`src/rtl/nn_pkg.sv`:
```
// Shared types and constants for the inference datapath controller.
// Holds the sequencer state encoding, buffer source selects and default layer shapes.
package nn_pkg;

    typedef enum logic [3:0] {
        ST_IDLE,
        ST_MM_GO,
        ST_MM_WAIT,
        ST_RELU_GO,
        ST_RELU_WAIT,
        ST_NEXT,
        ST_AM_GO,
        ST_AM_WAIT,
        ST_DONE,
        ST_ERROR
    } seq_state_t;

    localparam logic [1:0] SRC_IMAGE = 2'd0;
    localparam logic [1:0] SRC_PING  = 2'd1;
    localparam logic [1:0] SRC_PONG  = 2'd2;

    localparam int DEF_K0 = 784;
    localparam int DEF_K1 = 64;
    localparam int DEF_K2 = 64;
    localparam int DEF_K3 = 32;
    localparam int DEF_N0 = 64;
    localparam int DEF_N1 = 64;
    localparam int DEF_N2 = 32;
    localparam int DEF_N3 = 10;

    // Entries beyond the default network come up zero-sized, so they fail validation.
    function automatic int def_k(input int i);
        case (i)
            0:       return DEF_K0;
            1:       return DEF_K1;
            2:       return DEF_K2;
            3:       return DEF_K3;
            default: return 0;
        endcase
    endfunction

    function automatic int def_n(input int i);
        case (i)
            0:       return DEF_N0;
            1:       return DEF_N1;
            2:       return DEF_N2;
            3:       return DEF_N3;
            default: return 0;
        endcase
    endfunction

    function automatic logic def_relu(input int i);
        return (i < 3);
    endfunction

    function automatic logic def_last(input int i);
        return (i == 3);
    endfunction

endpackage

```
`src/rtl/layer_cfg_table.sv`:
```
// Per-layer shape table: one write port, one asynchronous read port.
// Every entry resets to the default network shape.
module layer_cfg_table
    import nn_pkg::*;
#(
    parameter int NUM_LAYERS = 4,
    parameter int DIM_W      = 10,
    localparam int LW        = $clog2(NUM_LAYERS)
) (
    input  logic             clk,
    input  logic             reset,
    input  logic             we,
    input  logic [LW-1:0]    wr_idx,
    input  logic [DIM_W-1:0] wr_k,
    input  logic [DIM_W-1:0] wr_n,
    input  logic             wr_relu,
    input  logic             wr_last,
    input  logic [LW-1:0]    rd_idx,
    output logic [DIM_W-1:0] rd_k,
    output logic [DIM_W-1:0] rd_n,
    output logic             rd_relu,
    output logic             rd_last
);

    localparam int EW = 2 * DIM_W + 2;

    logic [EW-1:0] entry_arr [NUM_LAYERS];
    logic [EW-1:0] rd_entry;

    generate
        for (genvar gi = 0; gi < NUM_LAYERS; gi++) begin : g_entry
            logic [EW-1:0] entry_reg;

            always_ff @(posedge clk) begin
                if (reset) begin
                    entry_reg <= {DIM_W'(def_k(gi)), DIM_W'(def_n(gi)),
                                  def_relu(gi), def_last(gi)};
                end else if (we && (wr_idx == LW'(gi))) begin
                    entry_reg <= {wr_k, wr_n, wr_relu, wr_last};
                end
            end

            assign entry_arr[gi] = entry_reg;
        end
    endgenerate

    assign rd_entry = entry_arr[rd_idx];
    assign rd_k     = rd_entry[EW-1 -: DIM_W];
    assign rd_n     = rd_entry[DIM_W+1 -: DIM_W];
    assign rd_relu  = rd_entry[1];
    assign rd_last  = rd_entry[0];

endmodule

```
`src/rtl/layer_sequencer.sv`:
```
// Time-multiplexed layer controller: drives one shared matmul and relu engine through
// the configured layers, then argmax, with a per-phase watchdog and buffer routing.
module layer_sequencer
    import nn_pkg::*;
#(
    parameter int NUM_LAYERS = 4,
    parameter int DIM_W      = 10,
    parameter int TMO_W      = 20,
    localparam int LW        = $clog2(NUM_LAYERS)
) (
    input  logic             clk,
    input  logic             reset,
    input  logic             start,
    input  logic             abort,
    input  logic             cfg_we,
    input  logic [LW-1:0]    cfg_layer,
    input  logic [DIM_W-1:0] cfg_k,
    input  logic [DIM_W-1:0] cfg_n,
    input  logic             cfg_relu,
    input  logic             cfg_last,
    output logic             mm_start,
    output logic [DIM_W-1:0] mm_k,
    output logic [DIM_W-1:0] mm_n,
    input  logic             mm_done,
    output logic [1:0]       mm_src_sel,
    output logic             relu_start,
    output logic [DIM_W-1:0] relu_d,
    input  logic             relu_done,
    output logic             act_dst_sel,
    output logic             argmax_start,
    output logic [DIM_W-1:0] argmax_size,
    input  logic             argmax_done,
    output logic             busy,
    output logic             done,
    output logic             error,
    output logic [LW-1:0]    layer_idx
);

    localparam logic [LW-1:0]    LAST_IDX  = LW'(NUM_LAYERS - 1);
    // Last WAIT cycle still tolerated; one more without a done raises the timeout.
    localparam logic [TMO_W-1:0] WDOG_LAST = TMO_W'((64'd1 << TMO_W) - 64'd2);

    seq_state_t       state_reg, state_next;
    logic [LW-1:0]    layer_reg, layer_next;
    logic [TMO_W-1:0] wdog_reg, wdog_next;
    logic             busy_reg, error_reg;

    logic [LW-1:0]    rd_idx;
    logic [DIM_W-1:0] rd_k, rd_n;
    logic             rd_relu, rd_last, rd_final, entry_ok, wdog_expired;

    layer_cfg_table #(
        .NUM_LAYERS (NUM_LAYERS),
        .DIM_W      (DIM_W)
    ) u_table (
        .clk     (clk),
        .reset   (reset),
        .we      (cfg_we && (state_reg == ST_IDLE) && !abort),
        .wr_idx  (cfg_layer),
        .wr_k    (cfg_k),
        .wr_n    (cfg_n),
        .wr_relu (cfg_relu),
        .wr_last (cfg_last),
        .rd_idx  (rd_idx),
        .rd_k    (rd_k),
        .rd_n    (rd_n),
        .rd_relu (rd_relu),
        .rd_last (rd_last)
    );

    // The read port looks ahead to the entry about to be validated (layer 0 at start, next at NEXT).
    always_comb begin
        rd_idx = layer_reg;
        if (state_reg == ST_IDLE) begin
            rd_idx = '0;
        end else if (state_reg == ST_NEXT) begin
            rd_idx = layer_reg + 1'b1;
        end
    end

    assign rd_final     = rd_last || (rd_idx == LAST_IDX);
    assign entry_ok     = (rd_k != '0) && (rd_n != '0) && (rd_relu || rd_final);
    assign wdog_expired = (wdog_reg == WDOG_LAST);

    always_comb begin
        state_next = state_reg;
        layer_next = layer_reg;
        wdog_next  = wdog_reg;
        case (state_reg)
            ST_IDLE: begin
                if (start) begin
                    layer_next = '0;
                    state_next = entry_ok ? ST_MM_GO : ST_ERROR;
                end
            end
            ST_MM_GO: begin
                wdog_next  = '0;
                state_next = ST_MM_WAIT;
            end
            ST_MM_WAIT: begin
                wdog_next = wdog_reg + 1'b1;
                if (mm_done) begin
                    if (rd_relu)       state_next = ST_RELU_GO;
                    else if (rd_final) state_next = ST_AM_GO;
                    else               state_next = ST_NEXT;
                end else if (wdog_expired) begin
                    state_next = ST_ERROR;
                end
            end
            ST_RELU_GO: begin
                wdog_next  = '0;
                state_next = ST_RELU_WAIT;
            end
            ST_RELU_WAIT: begin
                wdog_next = wdog_reg + 1'b1;
                if (relu_done) begin
                    state_next = rd_final ? ST_AM_GO : ST_NEXT;
                end else if (wdog_expired) begin
                    state_next = ST_ERROR;
                end
            end
            ST_NEXT: begin
                layer_next = layer_reg + 1'b1;
                state_next = entry_ok ? ST_MM_GO : ST_ERROR;
            end
            ST_AM_GO: begin
                wdog_next  = '0;
                state_next = ST_AM_WAIT;
            end
            ST_AM_WAIT: begin
                wdog_next = wdog_reg + 1'b1;
                if (argmax_done) begin
                    state_next = ST_DONE;
                end else if (wdog_expired) begin
                    state_next = ST_ERROR;
                end
            end
            ST_DONE: begin
                state_next = ST_IDLE;
            end
            ST_ERROR: begin
                if (start) state_next = ST_IDLE;
            end
            default: begin
                state_next = ST_IDLE;
            end
        endcase
        if (abort) begin
            state_next = ST_IDLE;
        end
    end

    always_ff @(posedge clk) begin
        if (reset) begin
            state_reg <= ST_IDLE;
            layer_reg <= '0;
            wdog_reg  <= '0;
            busy_reg  <= 1'b0;
            error_reg <= 1'b0;
        end else begin
            state_reg <= state_next;
            layer_reg <= layer_next;
            wdog_reg  <= wdog_next;
            busy_reg  <= !(state_next inside {ST_IDLE, ST_DONE, ST_ERROR});
            error_reg <= (state_next == ST_ERROR);
        end
    end

    // Layer L writes ping when even, pong when odd; the next layer reads what L wrote.
    assign act_dst_sel  = layer_reg[0];
    assign mm_src_sel   = (layer_reg == '0) ? SRC_IMAGE :
                          (layer_reg[0] ? SRC_PING : SRC_PONG);

    assign mm_start     = (state_reg == ST_MM_GO);
    assign relu_start   = (state_reg == ST_RELU_GO);
    assign argmax_start = (state_reg == ST_AM_GO);
    assign done         = (state_reg == ST_DONE);
    assign mm_k         = rd_k;
    assign mm_n         = rd_n;
    assign relu_d       = rd_n;
    assign argmax_size  = rd_n;
    assign busy         = busy_reg;
    assign error        = error_reg;
    assign layer_idx    = layer_reg;

endmodule
```
`config.mk`:
```
export PLATFORM = sky130hd
export DESIGN_NAME = layer_sequencer
export DESIGN_NICKNAME = d
export VERILOG_FILES = /design/src/rtl/nn_pkg.sv /design/src/rtl/layer_cfg_table.sv /design/src/rtl/layer_sequencer.sv
export SDC_FILE = /design/constraint.sdc
export NUM_CORES = 1
export LEC_CHECK = 0
export ABC_AREA = 1
export BUFFER_PORTS_ARGS = -buffer_cell sky130_fd_sc_hd__buf_4
export CAP_MARGIN = 20
export CORE_MARGIN = 2
export CORE_UTILIZATION = 49
export CTS_CLUSTER_DIAMETER = 40
export DETAILED_ROUTE_END_ITERATION = 12
export HOLD_SLACK_MARGIN = 0.1
export PLACE_DENSITY = 0.8
export SYNTH_ARGS = -nofsm -noshare
export SYNTH_HDL_FRONTEND = slang
export SYNTH_SLANG_ARGS = --single-unit
```
`constraint.sdc`:
```
create_clock -name clk -period 5.52 [get_ports clk]
set_input_delay 1.104 -clock clk [delete_from_list [all_inputs] [get_ports clk]]
set_output_delay 1.104 -clock clk [all_outputs]
set_load 0.1 [all_outputs]
```
==> flow_summary.yaml <==
outcome:
  status: "complete, no violations"
synthesis:
  postSynthRegisterBits: 115
  post_synth_num_cell_types: 46
  synth.cell_area_sq_um: 5930
  synth.yosys.seq_area_share: 0.388
  postSynth.topFlopCell: "sky130_fd_sc_hd__dfxtp_1"
  ys_async_sr_fraction: 0
  yosys_warnings: 0
  synth_edf_count: 0
  syn-num-nets: 915
  leading_post_synthesis_cells_by_cell_area: "sky130_fd_sc_hd__dfxtp_1 39%, sky130_fd_sc_hd__nand2_1 11%, sky130_fd_sc_hd__o21ai_0 7.7%"
  synth_cells: 878
  post-synth-top-area-cell: "sky130_fd_sc_hd__dfxtp_1"
  synthesis.area_per_instance_sq_um: 6.76
  yosysTopAreaCellShare: 0.388
grt:
  overflow: 0
  number_of_global_route_vias_before_repair: 5344
  track_usage: 0.240
  largest_net_degree_at_the_start_of_global_routing: 85
  initial_antenna_violation_count: 0
  wire_length_of_the_first_global_routing_pass_mm: 25.1
timing:
  timing.slew.headroom: 0.316
  post-route-period-util: 0.757
  drv_slew: 0
  fin_tns_setup_ps: 0
  timing_worst_slew_pin_value_ps: 1020
  clock_skew_ps: 6.82
  grt_setup_unrepaired: "no"
  timing_hold_violations_final: 0
  final.min_clock_period_ps: 4180
  timing.final.setup_violations: 0
  max_clock_freq_mhz: 239
routing:
  detailedRoute.firstPassIterationCount: 5
  detailedRoute.firstIterationViolations: 488
  route.antenna.remaining_nets: 0
  routed_wl_mm: 15.3
  drc: 0
  routedWlPerCell_microns: 14.1
  routed_via_density: 5.39
  num_vias: 5832
clock_tree:
  ctsRootBufferMaster: "sky130_fd_sc_hd__clkbuf_16"
  clkSlewWorstSetupHoldPaths_ps: 50
  clk_latency_ps: 410
  post_cts_resized: 0
  cts_tree: "built"
  cts-root-to-sink-buffers: 2
  cts.sinks: 115
  cts.hold.buffers_added: 0
  number_of_buffers_inserted_during_clock_tree_synthesis: 17
  htree_num_levels: 4
  postCtsSetupRepairBufs: 0
run:
  max-cap-violations: 0
placement:
  port_buffers: 82
  placed_area_sq_um: 6420
  gp_congestion: 0.893
  dp_hpwl_mm: 9.77
power_and_ir_drop:
  power_per_cell_area_nw_per_um2: 317
  ir_worst_vdd_v: 0.000195
  leakagePower_nw: 3.28
floorplan:
  die_height_microns: 114
  dieWidth_microns: 114
  fp-row-count: 40
  pin_count: 83
  core-area_sq_um: 11900
  die_area_sq_um: 13000
  initial_core_util: 0.498
setup_path:
  endpoint_type_of_the_worst_setup_path: "output port"
  timing.critical_path.slowest_stage_cell: "sky130_fd_sc_hd__dfxtp_1"
  cp_max_fo: 64
  required_time_of_the_critical_path_ps: 4420
  worstPathArrival_ps: 3080
  setup.worst_path.class: "flop to output port"
  worst-path-buf-inv: 4
  critical-path-max-stage-delay_ps: 420
  crit_cells: 11
  cp_top_family: "buffers and inverters"
  critical_path.startpoint_type: "flop"
  worst-r2r-cell-count: 18
  path_cells: "inv_1, nand2_1, nor2_2, ha_1, inv_1, buf_4, nand2_4, nand2_1, o21ai_0, o21ai_1, buf_4"
cells_and_area:
  areaGrowthSynthToFinish_pct: 18.3
  mostFrequentLayoutCells: "177 x sky130_fd_sc_hd__nand2_1, 115 x sky130_fd_sc_hd__nor2_1, 115 x sky130_fd_sc_hd__dfxtp_1, 104 x sky130_fd_sc_hd__inv_1, 91 x sky130_fd_sc_hd__o21ai_0"
  drive_above_1_share: 0.160
  mostFrequentLayoutCell: "sky130_fd_sc_hd__nand2_1"
  insertedDiodeCount: 0
  total_non_filler_cell_area_in_the_finished_layout_sq_um: 7020
  post_layout_net_count: 960
  largest_reg_flops: 87
worst_hold_path:
  hold_path_depth: 2
  worst_hold_path_type: "flop to flop"
[cell usage after synthesis, drive strengths merged (5+ instances only)]
| master | count |
|---|---|
| a21oi | 51 |
| a221oi | 7 |
| buf | 37 |
| clkbuf | 25 |
| dfxtp | 115 |
| ha | 5 |
| inv | 109 |
| nand2 | 185 |
| nand3 | 46 |
| nand4 | 5 |
| nor2 | 121 |
| nor3 | 18 |
| nor4 | 5 |
| o211ai | 7 |
| o21ai | 116 |
[worst min-delay path, stage by stage (launching register included)]
cell	delay (ps)
sky130_fd_sc_hd__dfxtp_1	290
sky130_fd_sc_hd__inv_1	60
sky130_fd_sc_hd__a21oi_1	50
[routing by layer]
layer  GRT usage  part of all wire  up-vias
met1       0.307              0.43     2648
met5           0                 0        -
met3      0.0508             0.072       35
met4       0.110             0.025        0
li1            -                 -     2917
met2       0.390              0.47      232
[cell families after synthesis]
kind of cell             count (synthesis)  synth area share
AND/OR/NAND/NOR                        389             0.287
adder cells (fa/ha/maj)                  5            0.0105
flip-flops                             115             0.388
AO/OA/AOI/OAI                          197             0.183
buffers and inverters                  172             0.132
[path summary, 6_finish.rpt]
path | start | endpoint | slack (ps)
max | state_reg[1]$_SDFF_PP0_ | mm_k[4] | 1340
min | u_table.g_entry[0].entry_reg[2]$_SDFFE_PP0P_ | u_table.g_entry[0].entry_reg[2]$_SDFFE_PP0P_ | 450
max reg2reg | state_reg[1]$_SDFF_PP0_ | error$_SDFF_PP0_ | 2390
min reg2reg | u_table.g_entry[0].entry_reg[2]$_SDFFE_PP0P_ | u_table.g_entry[0].entry_reg[2]$_SDFFE_PP0P_ | 450
[area by class of cell]
| cell class | count | area, sq um |
|---|---|---|
| fill | 1128 | 4890 |
| multi-input combinational | 591 | 2860 |
| sequential | 115 | 2300 |
| timing repair buffer | 88 | 661 |
| clock buffer | 22 | 474 |
| inverter | 110 | 415 |
| tap | 147 | 184 |
| clock inverter | 9 | 129 |
[through the flow]
step / utilization / worst slack (ps) / cells / power [mW] / hold WS [ps]
detailed placement: 0.539 / 1860 / 1051 / 1.12 / 443
CTS: 0.589 / 1400 / 1082 / 2.23 / 453
global route: 0.589 / 1110 / 1082 / 2.29 / 477
floorplan: - / 945 / 878 / 1.06 / 424
global placement: 0.539 / 1940 / 1051 / 1.11 / 440
finish: 0.589 / 1340 / 1082 / 2.22 / 452
[report_power, final]
group	internal, mW	leakage [nW]	switching [mW]	total [mW]
clock network	0.741	0.292	0.381	1.12
registers	0.855	0.933	0.00989	0.865
logic	0.0596	2.05	0.177	0.237
total	1.65	3.28	0.568	2.22
(Power assumes the default switching activity.)
